==> src/rtl/sdram_arb_pkg.sv <==
// Shared types and constants for the SDRAM misc-port arbiter.
package sdram_arb_pkg;

    localparam int ADDR_W      = 25;
    localparam int DATA_W      = 8;
    localparam int NCLIENT_DEF = 3;
    // Client index width; covers up to four requesters.
    localparam int IDX_W       = 2;

    typedef enum logic [2:0] {
        ST_IDLE       = 3'd0,
        ST_ISSUE      = 3'd1,
        ST_WAIT_BUSY  = 3'd2,
        ST_WAIT_READY = 3'd3,
        ST_RELEASE    = 3'd4
    } arb_state_e;

    // One-hot decode of a client index (four lanes, caller trims to NCLIENT).
    function automatic logic [3:0] idx_onehot(input logic [IDX_W-1:0] idx);
        idx_onehot = 4'b0001 << idx;
    endfunction

endpackage

==> src/rtl/sdram_misc_arb_rr.sv <==
// Combinational round-robin picker: scans from last_grant+1 upward with wrap.
module sdram_misc_arb_rr
    import sdram_arb_pkg::*;
#(
    parameter int NCLIENT = NCLIENT_DEF
) (
    input  logic [NCLIENT-1:0] req,
    input  logic [IDX_W-1:0]   last_grant,
    output logic               valid,
    output logic [IDX_W-1:0]   idx
);

    // First requester found after last_grant wins; later hits are ignored.
    always_comb begin
        int   sum_v;
        int   cand_v;
        logic hit_v;
        valid  = 1'b0;
        idx    = '0;
        sum_v  = 0;
        cand_v = 0;
        hit_v  = 1'b0;
        for (int i = 1; i <= NCLIENT; i++) begin
            sum_v  = int'(last_grant) + i;
            cand_v = (sum_v >= NCLIENT) ? (sum_v - NCLIENT) : sum_v;
            hit_v  = !valid && req[cand_v];
            idx    = hit_v ? IDX_W'(cand_v) : idx;
            valid  = valid | hit_v;
        end
    end

endmodule

==> src/rtl/sdram_misc_arb.sv <==
// Round-robin arbiter sharing the SDRAM controller misc port among NCLIENT
// requesters. Optional watchdog enabled by defining SDRAM_MISC_ARB_WDOG_EN;
// without it err is tied low and the wait states never time out.
module sdram_misc_arb
    import sdram_arb_pkg::*;
#(
    parameter int NCLIENT = NCLIENT_DEF,
    parameter int TIMEOUT = 1023
) (
    input  logic                      clk,
    input  logic                      init,
    input  logic [NCLIENT-1:0]        req,
    input  logic [NCLIENT-1:0]        we,
    input  logic [NCLIENT*ADDR_W-1:0] addr,
    input  logic [NCLIENT*DATA_W-1:0] din,
    output logic [DATA_W-1:0]         dout,
    output logic [NCLIENT-1:0]        ack,
    output logic                      err,
    output logic [ADDR_W-1:0]         misc_addr,
    output logic [DATA_W-1:0]         misc_din,
    output logic                      misc_rd,
    output logic                      misc_we,
    input  logic [DATA_W-1:0]         misc_dout,
    input  logic                      misc_ready
);

    arb_state_e          state_r;
    arb_state_e          state_s;
    logic [IDX_W-1:0]    last_grant_r;
    logic [IDX_W-1:0]    lat_idx_r;
    logic                lat_we_r;
    logic [ADDR_W-1:0]   lat_addr_r;
    logic [DATA_W-1:0]   lat_din_r;
    logic [ADDR_W-1:0]   misc_addr_r;
    logic [DATA_W-1:0]   misc_din_r;
    logic                misc_rd_r;
    logic                misc_we_r;
    logic [NCLIENT-1:0]  ack_r;
    logic                err_r;
    logic [DATA_W-1:0]   dout_r;
    logic                rr_valid_s;
    logic [IDX_W-1:0]    rr_idx_s;
    logic                latch_s;
    logic                issue_s;
    logic                done_s;
    logic                timeout_s;
    logic                wdog_hit_s;
    logic [3:0]          lat_oh_s;

    sdram_misc_arb_rr #(.NCLIENT(NCLIENT)) u_rr (
        .req        (req),
        .last_grant (last_grant_r),
        .valid      (rr_valid_s),
        .idx        (rr_idx_s)
    );

    assign lat_oh_s = idx_onehot(lat_idx_r);

`ifdef SDRAM_MISC_ARB_WDOG_EN
    localparam int WDOG_W = $clog2(TIMEOUT + 1);
    logic [WDOG_W-1:0] wdog_r;

    // Watchdog: cleared in ISSUE, advances while waiting on the controller.
    always_ff @(posedge clk) begin
        if (init) begin
            wdog_r <= '0;
        end else if (issue_s) begin
            wdog_r <= '0;
        end else if ((state_r == ST_WAIT_BUSY) || (state_r == ST_WAIT_READY)) begin
            wdog_r <= wdog_r + WDOG_W'(1);
        end else begin
            wdog_r <= wdog_r;
        end
    end

    // Fires on the cycle the counter steps onto TIMEOUT.
    assign wdog_hit_s = (wdog_r == WDOG_W'(TIMEOUT - 1));
`else
    assign wdog_hit_s = 1'b0;
`endif

    // FSM state register.
    always_ff @(posedge clk) begin
        if (init) begin
            state_r <= ST_IDLE;
        end else begin
            state_r <= state_s;
        end
    end

    // Next-state decode and per-cycle action strobes.
    always_comb begin
        state_s   = state_r;
        latch_s   = 1'b0;
        issue_s   = 1'b0;
        done_s    = 1'b0;
        timeout_s = 1'b0;
        case (state_r)
            ST_IDLE: begin
                if (rr_valid_s) begin
                    latch_s = 1'b1;
                    state_s = ST_ISSUE;
                end else begin
                    state_s = ST_IDLE;
                end
            end
            ST_ISSUE: begin
                issue_s = 1'b1;
                state_s = ST_WAIT_BUSY;
            end
            ST_WAIT_BUSY: begin
                if (wdog_hit_s) begin
                    timeout_s = 1'b1;
                    state_s   = ST_RELEASE;
                end else if (!misc_ready) begin
                    state_s = ST_WAIT_READY;
                end else begin
                    state_s = ST_WAIT_BUSY;
                end
            end
            ST_WAIT_READY: begin
                // Real completion takes precedence over a coincident timeout.
                if (misc_ready) begin
                    done_s  = 1'b1;
                    state_s = ST_RELEASE;
                end else if (wdog_hit_s) begin
                    timeout_s = 1'b1;
                    state_s   = ST_RELEASE;
                end else begin
                    state_s = ST_WAIT_READY;
                end
            end
            ST_RELEASE: begin
                state_s = ST_IDLE;
            end
            default: begin
                state_s = ST_IDLE;
            end
        endcase
    end

    // Grant latch, misc-port drive, ack/err pulses and read-data capture.
    always_ff @(posedge clk) begin
        if (init) begin
            last_grant_r <= IDX_W'(NCLIENT - 1);
            lat_idx_r    <= '0;
            lat_we_r     <= 1'b0;
            lat_addr_r   <= '0;
            lat_din_r    <= '0;
            misc_addr_r  <= '0;
            misc_din_r   <= '0;
            misc_rd_r    <= 1'b0;
            misc_we_r    <= 1'b0;
            ack_r        <= '0;
            err_r        <= 1'b0;
            dout_r       <= '0;
        end else begin
            ack_r <= '0;
            err_r <= timeout_s;
            if (latch_s) begin
                last_grant_r <= rr_idx_s;
                lat_idx_r    <= rr_idx_s;
                lat_we_r     <= we[rr_idx_s];
                lat_addr_r   <= addr[int'(rr_idx_s)*ADDR_W +: ADDR_W];
                lat_din_r    <= din[int'(rr_idx_s)*DATA_W +: DATA_W];
            end
            if (issue_s) begin
                misc_addr_r <= lat_addr_r;
                misc_din_r  <= lat_din_r;
                misc_we_r   <= lat_we_r;
                misc_rd_r   <= !lat_we_r;
            end else if (done_s || timeout_s) begin
                misc_we_r <= 1'b0;
                misc_rd_r <= 1'b0;
                ack_r     <= lat_oh_s[NCLIENT-1:0];
            end
            if (done_s && !lat_we_r) begin
                dout_r <= misc_dout;
            end
        end
    end

    assign misc_addr = misc_addr_r;
    assign misc_din  = misc_din_r;
    assign misc_rd   = misc_rd_r;
    assign misc_we   = misc_we_r;
    assign ack       = ack_r;
    assign err       = err_r;
    assign dout      = dout_r;

endmodule
==> config.mk <==
export PLATFORM = sky130hd
export DESIGN_NAME = sdram_misc_arb
export DESIGN_NICKNAME = d
export VERILOG_FILES = /design/src/rtl/sdram_arb_pkg.sv /design/src/rtl/sdram_misc_arb_rr.sv /design/src/rtl/sdram_misc_arb.sv
export SDC_FILE = /design/constraint.sdc
export NUM_CORES = 1
export LEC_CHECK = 0
export ABC_CLOCK_PERIOD_IN_PS = 2500
export CAP_MARGIN = 20
export CORE_MARGIN = 3
export CORE_UTILIZATION = 38
export DETAILED_ROUTE_END_ITERATION = 8
export PLACE_DENSITY = 0.74
export SYNTH_ARGS = -nofsm -noshare
export SYNTH_HDL_FRONTEND = slang
export SYNTH_SLANG_ARGS = --single-unit
==> constraint.sdc <==
create_clock -name clk -period 2.5 [get_ports clk]
set_clock_uncertainty 0.05 [all_clocks]
set_input_delay 0.25 -clock clk [delete_from_list [all_inputs] [get_ports clk]]
set_output_delay 0.25 -clock clk [all_outputs]
set_load 0.05 [all_outputs]
After elaboration in Yosys (flattened, before gate mapping)
Cells that the tools add are included.
{"block": "totals", "out_inout_bits": 47, "input_bits": 116, "elab_cells": 73, "regBits": 87}
{"block": "classes", "shift": 3, "add_sub_neg": 6, "order_cmp": 7, "n_eq_ne": 3, "mux": 29, "bitwise": 3, "reduce_logical": 9, "multipliers": 1}
{"op": "$ge 32x3->1 const B", "n": 3}
{"op": "$lt 32x4->1 const B", "n": 3}
{"op": "$mux 32", "n": 3}
{"op": "$sub 32x3->32 const B", "n": 3}
{"op": "$shiftx 75x8->25", "n": 1}
{"op": "$shiftx 24x6->8", "n": 1}
{"op": "$mux 1", "n": 17}
{"op": "$pmux 3 s4", "n": 1}
{"op": "$bmux 1 s2", "n": 4}
{"op": "$mul 2x5->7 const B", "n": 1}
{"op": "$add 2x2->3 const B", "n": 2}
{"op": "$eq 3x2->1 const B", "n": 2}
{"op": "$mux 2", "n": 3}
{"op": "$add 2x1->3 const B", "n": 1}
{"op": "$eq 3x1->1 const B", "n": 1}
{"op": "$logic_and 1x1->1", "n": 3}
{"op": "$logic_not 1->1", "n": 3}
{"op": "$logic_not 3->1", "n": 1}
{"op": "$lt 2x3->1 const B", "n": 1}
{"op": "$mux 3", "n": 1}
{"op": "$reduce_or 3->1", "n": 1}
{"op": "$shl 1x2->3 const A", "n": 1}
{"op": "$or 1x1->1", "n": 2}
{"op": "$reduce_bool 2->1", "n": 1}
{"op": "$not 1->1", "n": 1}

Logic depth before layout (Yosys ltp)
Gate-level depths: netlist of the first run.
{"block": "logic_depth", "ltp_word": 14, "depth_mapped": 10, "mapped_depth_nobuf": 8}

By module
Synthesis of the first run repeated with hierarchy kept, for this count alone.
{"block": "hier_totals", "cells_unflattened": 444, "hier_area_um2": 3943.8}
{"module": "sdram_misc_arb", "area_each_um2": 3738.6, "n_inst": 1, "cells_each": 415, "seq_area_each_um2": 1721.7}
{"module": "sdram_misc_arb_rr", "area_each_um2": 205.2, "n_inst": 1, "cells_each": 29, "seq_area_each_um2": 0.0}

Worst setup path after synthesis of the first run
Ideal clock, no wire load.
{"block": "synth_timing", "kind": "register to register", "startpoint": "register last_grant_r[0]", "endpoint": "register lat_addr_r[0]", "t_arrival_ns": 2.376, "path_stages_with_launch": 11, "setup_slack_ns": -0.054, "period_less_slack_ns": 2.554, "t_required_ns": 2.322, "n_path_buf": 2, "setup_time_ns": 0.128, "cell_sequence": "dfxtp_1 -> inv_1 -> ha_1 -> buf_6 -> or3b_4 -> o21ai_4 -> a21oi_2 -> o32ai_4 -> buf_6 -> mux2i_1 -> o21ai_1"}
{"block": "synth_between", "elab_chain_len": 14, "elab_cells_between_ends": 34, "classes_between": "add/sub: 6; mul: 1; order compare: 3; shift: 1; mux: 17; bitwise: 2; reduce/logical: 4"}
{"element": "start, declared", "line_no": "sdram_misc_arb.sv:29", "text": "logic [IDX_W-1:0] last_grant_r;"}
{"element": "start signal, assigned", "line_no": "sdram_misc_arb.sv:145", "text": "last_grant_r <= IDX_W'(NCLIENT - 1);"}
{"element": "start signal, assigned", "line_no": "sdram_misc_arb.sv:161", "text": "last_grant_r <= rr_idx_s;"}
{"element": "$add 2x1->3", "line_no": "sdram_misc_arb_rr.sv:24", "text": "sum_v = int'(last_grant) + i;"}
{"element": "$sub 32x3->32 / $ge 32x3->1 (equally long branches)", "line_no": "sdram_misc_arb_rr.sv:25", "text": "cand_v = (sum_v >= NCLIENT) ? (sum_v - NCLIENT) : sum_v;"}
{"element": "$mux 32", "line_no": "sdram_misc_arb_rr.sv:25"}
{"element": "$bmux 1 s2", "line_no": "sdram_misc_arb_rr.sv:26", "text": "hit_v = !valid && req[cand_v];"}
{"element": "$mux 1 (implied by the code) (2 in series)", "line_no": "sdram_misc_arb_rr.sv:26"}
{"element": "$logic_not 1->1", "line_no": "sdram_misc_arb_rr.sv:26"}
{"element": "$logic_and 1x1->1", "line_no": "sdram_misc_arb_rr.sv:26"}
{"element": "$or 1x1->1", "line_no": "sdram_misc_arb_rr.sv:28", "text": "valid = valid | hit_v;"}
{"element": "$logic_not 1->1", "line_no": "sdram_misc_arb_rr.sv:26"}
{"element": "$logic_and 1x1->1", "line_no": "sdram_misc_arb_rr.sv:26"}
{"element": "$mux 2 / $or 1x1->1 (equally long branches)", "line_no": "sdram_misc_arb_rr.sv:27, sdram_misc_arb_rr.sv:28"}
{"element": "$mul 2x5->7 / $mux 1 (equally long branches)", "line_no": "sdram_misc_arb.sv:164, sdram_misc_arb.sv:100"}
{"element": "$shiftx 75x8->25 / $mux 1 (equally long branches)", "line_no": "sdram_misc_arb.sv:164, sdram_misc_arb.sv:98"}
{"element": "end signal, assigned", "line_no": "sdram_misc_arb.sv:164", "text": "lat_addr_r <= addr[int'(rr_idx_s)*ADDR_W +: ADDR_W];"}
{"element": "end, declared", "line_no": "sdram_misc_arb.sv:32", "text": "logic [ADDR_W-1:0] lat_addr_r;"}
Several ways; a longest one is shown, not always the timed one. The select of a mux whose other input is x is not followed.
A chain may end at the register's enable or synchronous reset.

Worst setup path after layout of the first run
{"block": "layout_timing", "startpoint": "register last_grant_r[0]", "endpoint": "register lat_addr_r[17]"}
The elaborated chain is that of the path after synthesis.

==> impl_metrics.ini, run 1 <==
[placed_design]
port_buffers = 161
routabilityCongestion = 0.866
dp.cells = 712
hpwlAfterDp_um = 8280

[setup_path]
startpoint = last_grant_r[0]$_SDFFE_PP0P_
endpoint_kind = flop
worstReg2RegStart = last_grant_r[0]$_SDFFE_PP0P_
crit_type = reg -> reg
crit_required_ns = 2.68
path_depth = 11
path_delay_family = compound AO/OA/AOI/OAI gates
critical_path_buf_inv_count = 4
arrival_ns = 2.60
reg2reg_to = lat_addr_r[17]$_SDFFE_PP0P_
worstSetupStartpointType = flop
crit_fanout = 8
r2r_slack_ns = 0.07
cpMaxStageDelayCell = or3b_4
ff2ff_path_depth = 11
crit_top_cell = buf_6
cp_slowest_stage_delay_ns = 0.39
path_cells = inv_4, buf_6, ha_4, or3b_4, o21ai_4, a21oi_4, o32ai_4, buf_6, clkbuf_16, mux2i_1, o21ai_1

[run_status]
status = finished, final reports clean

[pwr]
power.leakage_nw = 2.21
ir_drop_uv = 580
p_per_area_nw_per_um2 = 1100
total_power_mw = 6.67

[clock_network]
htree_levels = 3
hold_buffers = 0
ctsRootBufferMaster = clkbuf_8
clock_latency_ns = 0.34
cts_tree = done
cts.sinks = 86
clockBufferDepth = 2
cts_buffers = 9
clkTransAtPathRegs_ns = 0.09

[sta]
fin_crit_sh_pct = 97.1
rsz0062_at_grt = true
fmax_ghz = 0.412
report.final.setup_viol = 0
maxSlewHeadroom_pct = 51.1
tightest_slew_ns = 0.728
hold_viol = 0
drv_slew = 0
min_period_ns = 2.43

[floorplanning]
row_count = 35
die_h_um = 105
initial_utilization_pct = 39.5
io_pins = 163
dieArea_sq_um = 11000
core_sq_um = 9370
die_w_um = 105

[grt]
grt_pass1_vias = 3593
antenna_found_initial = 0
grtUsageTotal_pct = 18.9
grt_first_pass_wirelength_um = 17200
grt-ovfl-total = 0
grt_max_degree = 37

[logic_synthesis]
syn_area_per_cell_sq_um = 8.75
ys_ff_latch = 86
ys_types = 42
yosys_warnings = 0
syn_area_sq_um = 3700
ys_async_sr_fraction_pct = 0
synth_edf_count = 0
synth_cells = 423
ys_seq_area_share_pct = 46.5
dominantRegCellSynth = dfxtp_1
syn_nets = 543

[finish]
antenna_cells = 0
layout_common_cells = clkdlybuf4s50_1 (160), dfxtp_1 (84), nand2_1 (83), a21oi_1 (49), o21ai_1 (32)
seq_area_sq_um = 1720
fin_cells = 738
multi_input_area_sq_um = 1920
layout-drive-gt1-share_pct = 13.1
syn2layout_area_growth_pct = 64.1
fillers = 826
layout.nets = 724
final_common_cell = clkdlybuf4s50_1

[hold_path]
min_path_type = in -> reg
min_to = dout[1]$_SDFFE_PP0P_
whs_path_depth = 2
worstHoldStart = init

[route]
drtIter0Drc = 135
vias_per_cell = 5.09
vias = 3755
wl_um = 11400
ant_nets = 0
dr.pass1.iters = 4
drcViolationCount = 0
wl_per_cell_um = 15.4

[run]
max_cap_violations = 0
==> area by class of cell <==
type,count,share of cell area (%)
repair buffers,201,33.7
clock inverters,7,1.20
well taps,129,2.66
multi-input cells,302,31.7
flip-flops and latches,86,28.4
clock buffers,9,2.04
inverters,4,0.289
==> state kept, by name (all words and copies together), names as in the netlist <==
register and count:
lat_we_r 1, lat_din_r 8, misc_rd 1, state_r 3
lat_idx_r 1, last_grant_r 2, dout 8, lat_addr_r 25
misc_din 8, misc_we 1, misc_addr 25, ack 3
==> how the worst max path moves through the flow <==
stage,slack (ns),endpoint
floorplan,0.04,lat_addr_r[0]$_SDFFE_PP0P_
global placement,-0.01,lat_addr_r[5]$_SDFFE_PP0P_
detailed placement,-0.09,lat_we_r$_SDFFE_PP0P_
CTS,-0.0003,lat_addr_r[18]$_SDFFE_PP0P_
global route,-0.02,lat_addr_r[21]$_SDFFE_PP0P_
finish,0.07,lat_addr_r[17]$_SDFFE_PP0P_
==> Yosys cell counts, types with 2 or more instances <==
master	count	area, sq um
mux2i_1	31	310
ha_1	4	50.1
clkbuf_1	22	82.6
dfxtp_1	86	1720
nor2b_1	4	25.0
o21ai_1	33	165
a21oi_1	51	255
nand2b_1	4	25.0
nor3_1	5	25.0
a21oi_2	2	17.5
buf_2	4	20.0
or3_1	2	12.5
and3_1	2	12.5
nand2_1	83	312
nand3_1	4	20.0
o21ai_0	8	40.0
buf_6	4	45.0
o41ai_1	4	35.0
a221oi_1	3	26.3
nand3b_1	4	30.0
nor2_1	9	33.8
inv_1	4	15.0
a22oi_1	31	233
==> per-layer routing <==
metal	routed length, um	part of all wire, %	up-vias	global-route usage, %
met5	0	0	-	0
li1	-	-	1866	-
met1	4770	42	1742	22.5
met2	5810	51	135	33.9
met4	150	1.3	0	4.78
met3	662	5.8	12	4.76
==> cells by family after synthesis <==
group,after synthesis,share of synthesized area (%)
other,1,0.101
multiplexers,32,8.76
AND/OR/NAND/NOR,125,15.2
adder cells (fa/ha/maj),4,1.35
flip-flops,86,46.5
buffers and inverters,35,4.60
AO/OA/AOI/OAI,140,23.4
==> power breakdown <==
part           switching [mW]  total (mW)  internal, mW
combinational            1.99        3.88          1.89
sequential              0.169        1.83          1.66
clock                   0.498       0.962         0.464
total                    2.66        6.67          4.01
==> through the flow <==
stage               setup TNS, ns  util, %  setup WS (ns)  area, sq um  hold slack [ns]
finish                          0     64.8         0.0725         6070            0.389
detailed placement         -0.452     59.8        -0.0934         5610            0.398
global route               -0.126     64.8        -0.0239         6070            0.411
floorplan                       0        -         0.0363         3700            0.336
CTS                     -0.000335     62.2      -0.000335         5830            0.387
global placement           -0.114     59.8        -0.0123         5610            0.390
==> timing repair <==
action                     4_1_cts  5_1_grt
setup endpoints to repair       34       34
setup buffers                    2        4
pin swaps                        1        9
resized for setup                3       24
gates cloned                     0        4
No activity file was read; power rests on OpenSTA's default activity.
==> run 2: changes to the inputs <==
--- a/config.mk
+++ b/config.mk
@@ -10,7 +10,7 @@
 export CORE_MARGIN = 3
 export CORE_UTILIZATION = 38
 export DETAILED_ROUTE_END_ITERATION = 8
-export PLACE_DENSITY = 0.74
+export PLACE_DENSITY = 0.77
 export SYNTH_ARGS = -nofsm -noshare
 export SYNTH_HDL_FRONTEND = slang
 export SYNTH_SLANG_ARGS = --single-unit
==> impl_metrics.ini, run 2 (same netlist as run 1, synthesis figures left out) <==
[run_status]
status = finished, final reports clean

[setup_path]
startpoint = last_grant_r[0]$_SDFFE_PP0P_
crit_end = lat_addr_r[10]$_SDFFE_PP0P_
path_delay_family = compound AO/OA/AOI/OAI gates
crit_fanout = 18
ff2ff_path_depth = 10
worstSetupStartpointType = flop
worstReg2RegStart = last_grant_r[0]$_SDFFE_PP0P_
cp_slowest_stage_delay_ns = 0.42
endpoint_kind = flop
path_cells = clkinvlp_4, ha_4, or3b_4, o21ai_4, a21oi_4, o32ai_4, buf_4, buf_12, mux2i_1, o21ai_1
arrival_ns = 2.66
critical_path_buf_inv_count = 3
reg2reg_to = lat_addr_r[10]$_SDFFE_PP0P_
crit_required_ns = 2.69
r2r_slack_ns = 0.03
crit_type = reg -> reg
cpMaxStageDelayCell = or3b_4
path_depth = 10

[sta]
hold_viol = 0
fin_crit_sh_pct = 98.9
min_period_ns = 2.47
fmax_ghz = 0.404
drv_slew = 0
maxSlewHeadroom_pct = 54.5
report.final.setup_viol = 0
tightest_slew_ns = 0.683
rsz0062_at_grt = true

[run]
max_cap_violations = 0

[floorplanning]
dieArea_sq_um = 11000
row_count = 35
die_h_um = 105
initial_utilization_pct = 39.5
die_w_um = 105
core_sq_um = 9370
io_pins = 163

[hold_path]
min_path_type = in -> reg

[clock_network]
htree_levels = 3
cts_buffers = 9
clkTransAtPathRegs_ns = 0.09
clock_latency_ns = 0.34
clockBufferDepth = 2
cts_tree = done
ctsRootBufferMaster = clkbuf_8
cts.sinks = 86

[pwr]
seqPwrFrac_pct = 28.5
p_int_mw = 3.88
p_per_area_nw_per_um2 = 1080
ir_drop_uv = 488
p_sw_mw = 2.56
swShare_pct = 39.8
power.leakage_nw = 2.15
power_frac_clock_pct = 13.8
comb_power_share_pct = 57.7

[finish]
layout.nets = 722
fin_cells = 736
fin_util_pct = 63.9
layout_common_cells = clkdlybuf4s50_1 (160), dfxtp_1 (84), nand2_1 (83), a21oi_1 (49), o21ai_1 (33)
seq_area_sq_um = 1730
final_common_cell = clkdlybuf4s50_1
antenna_cells = 0
multi_input_area_sq_um = 1900
layout-drive-gt1-share_pct = 12.5
fillers = 832
syn2layout_area_growth_pct = 61.8

[placed_design]
dp.cells = 706
port_buffers = 161
hpwlAfterDp_um = 8250
routabilityCongestion = 0.928

[route]
wl_per_cell_um = 15.0
vias_per_cell = 5.10
vias = 3754
dr.pass1.iters = 5
ant_nets = 0
wl_um = 11100
drtIter0Drc = 103
drcViolationCount = 0

[grt]
grt_max_degree = 35
grt_pass1_vias = 3702
antenna_found_initial = 0
grt_first_pass_wirelength_um = 17100
grtUsageTotal_pct = 19.0
grt-ovfl-total = 0
run 2: final cells by class:
| type | count | area share, % |
|---|---|---|
| repair buffers | 199 | 33.4 |
| multi-input cells | 302 | 31.7 |
| flip-flops and latches | 86 | 28.9 |
| well taps | 129 | 2.70 |
| clock buffers | 10 | 2.30 |
| clock inverters | 6 | 0.794 |
| inverters | 4 | 0.314 |
run 2: worst min path at each step:
stage / to / cells after the start / from
after floorplan: dout[0]$_SDFFE_PP0P_ / 2 / misc_dout[0]
after global placement: misc_addr[20]$_SDFFE_PP0P_ / 2 / lat_addr_r[20]$_SDFFE_PP0P_
after detailed placement: misc_din[1]$_SDFFE_PP0P_ / 2 / lat_din_r[1]$_SDFFE_PP0P_
after CTS: misc_addr[5]$_SDFFE_PP0P_ / 2 / init
after global routing: misc_addr[10]$_SDFFE_PP0P_ / 2 / init
final: misc_addr[22]$_SDFFE_PP0P_ / 2 / init
run 2: routing by layer:
metal / GRT usage, % / vias up / share of wire [%]
met5: 0 / - / 0
met4: 5.53 / 0 / 1.6
li1: - / 1863 / -
met1: 22.0 / 1736 / 41
met2: 35.0 / 140 / 51
met3: 4.26 / 15 / 6.4
run 2: worst reg2reg max path, stage by stage, from the launching register on:
cell	delay [ns]
dfxtp_2	0.35
clkinvlp_4	0.13
ha_4	0.26
or3b_4	0.42
o21ai_4	0.12
a21oi_4	0.06
o32ai_4	0.32
buf_4	0.18
buf_12	0.17
mux2i_1	0.24
o21ai_1	0.07
run 2: timing repair:
item,4_1_cts,5_1_grt
endpoints found under the hold margin,0,0
resized for setup,2,26
pin swaps,1,9
buffers inserted,4,10
hold buffers,0,0
setup endpoints to repair,34,34
run 2: power by group through the flow:
stage	sequential, mW	clock, mW	combinational, mW
after floorplan	2.09	0	1.85
after global placement	1.84	0	3.04
after detailed placement	1.86	0	3.12
after CTS	1.82	0.914	3.23
after global routing	1.87	0.974	4.01
final	1.84	0.890	3.72
run 2: through the flow:
step | instance area (sq um) | worst slack (ns) | hold WS, ns | setup TNS, ns | power [mW]
CTS | 5770 | -0.0108 | 0.385 | -0.0108 | 5.97
global placement | 5550 | 0.0360 | 0.389 | 0 | 4.88
global route | 5980 | -0.110 | 0.402 | -2.50 | 6.85
floorplan | 3700 | 0.0363 | 0.336 | 0 | 3.94
detailed placement | 5550 | -0.112 | 0.396 | -0.561 | 4.98
finish | 5980 | 0.0277 | 0.396 | 0 | 6.44
==> run 3: changes to the inputs <==
--- a/config.mk
+++ b/config.mk
@@ -6,11 +6,12 @@
 export NUM_CORES = 1
 export LEC_CHECK = 0
 export ABC_CLOCK_PERIOD_IN_PS = 2500
-export CAP_MARGIN = 20
+export CAP_MARGIN = 10
 export CORE_MARGIN = 3
 export CORE_UTILIZATION = 38
 export DETAILED_ROUTE_END_ITERATION = 8
 export PLACE_DENSITY = 0.77
+export REMOVE_ABC_BUFFERS = 1
 export SYNTH_ARGS = -nofsm -noshare
 export SYNTH_HDL_FRONTEND = slang
 export SYNTH_SLANG_ARGS = --single-unit
==> impl_metrics.ini, run 3 (same netlist as run 1, synthesis figures left out) <==
[run_status]
status = finished, final reports clean

[sta]
fin_crit_sh_pct = 97.0
fmax_ghz = 0.412
fin_ws_ns = 0.0753
rsz0062_at_grt = true
report.final.setup_viol = 0
drv_slew = 0
hold_viol = 0
min_period_ns = 2.42
tightest_slew_ns = 0.626
maxSlewHeadroom_pct = 58.3

[grt]
grt_use_met1_pct = 22.1
busiest_layer = met2
grt_pass1_vias = 3653
grtUsageTotal_pct = 19.8
grt_first_pass_wirelength_um = 17500
use_met3_pct = 6.55
grt-ovfl-total = 0
antenna_found_initial = 0
grt_max_degree = 39
met2_usage_pct = 35.6

[floorplanning]
core_sq_um = 9370
initial_utilization_pct = 39.5
die_w_um = 105
io_pins = 163
die_h_um = 105
row_count = 35
dieArea_sq_um = 11000

[route]
ant_nets = 0
drcViolationCount = 0
dr.pass1.iters = 5
drtIter0Drc = 137
vias = 3694
wl_um = 11100
vias_per_cell = 5.09
wl_per_cell_um = 15.3

[placed_design]
dpl_worst_slack_ns = -0.0912
routabilityCongestion = 0.851
hpwlAfterDp_um = 8160
dp.cells = 706
placed_cell_area_sq_um = 5530
port_buffers = 161

[clock_network]
hold_buffers = 0
clock_latency_ns = 0.36
htree_levels = 3
cts_tree = done
clockBufferDepth = 2
ctsRootBufferMaster = clkbuf_8
clkTransAtPathRegs_ns = 0.09
cts_buffers = 9
cts.sinks = 86

[setup_path]
crit_fanout = 9
cpMaxStageDelayCell = dfxtp_4
cp_slowest_stage_delay_ns = 0.38
path_delay_family = buffers and inverters
arrival_ns = 2.62
crit_type = reg -> reg
endpoint_kind = flop
crit_required_ns = 2.70
path_cells = inv_2, ha_4, buf_6, nand2b_4, a21o_1, nand2_2, o32ai_4, buf_6, bufbuf_16, mux2i_2, o21ai_1
worstSetupStartpointType = flop
crit_top_cell = buf_6
critical_path_buf_inv_count = 4

[run]
max_cap_violations = 0

[pwr]
p_per_area_nw_per_um2 = 1070
power.leakage_nw = 2.12
total_power_mw = 6.32
ir_drop_uv = 467

[finish]
layout_common_cells = clkdlybuf4s50_1 (160), dfxtp_1 (84), nand2_1 (81), a21oi_1 (49), o21ai_1 (33)
syn2layout_area_growth_pct = 59.0
seq_area_sq_um = 1730
fillers = 816
antenna_cells = 0
layout.nets = 712
layout-drive-gt1-share_pct = 11.4
fin_area_sq_um = 5880
final_common_cell = clkdlybuf4s50_1
fin_cells = 726
multi_input_area_sq_um = 1890

[hold_path]
min_path_type = in -> reg
[run 3: power by group]
part           switching [mW]  leakage, nW  internal, mW
Clock                   0.516       0.0931         0.469
Combinational            1.86         1.33          1.65
Sequential              0.168        0.702          1.66
[run 3: per-stage QoR]
| stage | hold WS [ns] | utilization (%) | setup TNS (ns) |
|---|---|---|---|
| floorplan | 0.269 | - | -47.44 |
| global placement | 0.389 | 59.0 | 0 |
| detailed placement | 0.395 | 59.0 | -0.950 |
| CTS | 0.267 | 62.1 | -0.00698 |
| global route | 0.281 | 62.8 | -0.134 |
| finish | 0.278 | 62.8 | 0 |
[run 3: timing repair]
action                     CTS  global route
resized for setup           11            16
gates cloned                 2             0
setup endpoints to repair   34            34
pin swaps                    1             4
setup buffers                2             0
[run 3: cell type report]
cell class	count	share of cell area (%)
inverter	4	0.255
clock inverter	6	1.21
multi-input combinational	302	32.2
timing repair buffer	189	32.1
clock buffer	10	2.17
sequential	86	29.3
tap	129	2.74
[run 3: routing by layer]
layer / vias to the layer above / routed length, um / share of wire [%]
li1: 1842 / - / -
met1: 1678 / 4460 / 40
met2: 160 / 5500 / 49
met3: 14 / 979 / 8.8
met4: 0 / 195 / 1.8
met5: - / 0 / 0
[run 3: worst paths after layout]
path	to	slack [ns]	from	cells past startpoint
worst max-delay path	lat_addr_r[22]$_SDFFE_PP0P_	0.08	last_grant_r[1]$_SDFFE_PP1P_	11
worst min-delay path	lat_idx_r[1]$_SDFFE_PP0P_	0.28	init	2
worst max register to register	lat_addr_r[22]$_SDFFE_PP0P_	0.08	last_grant_r[1]$_SDFFE_PP1P_	11
worst min register to register	misc_addr[0]$_SDFFE_PP0P_	0.41	misc_addr[0]$_SDFFE_PP0P_	2
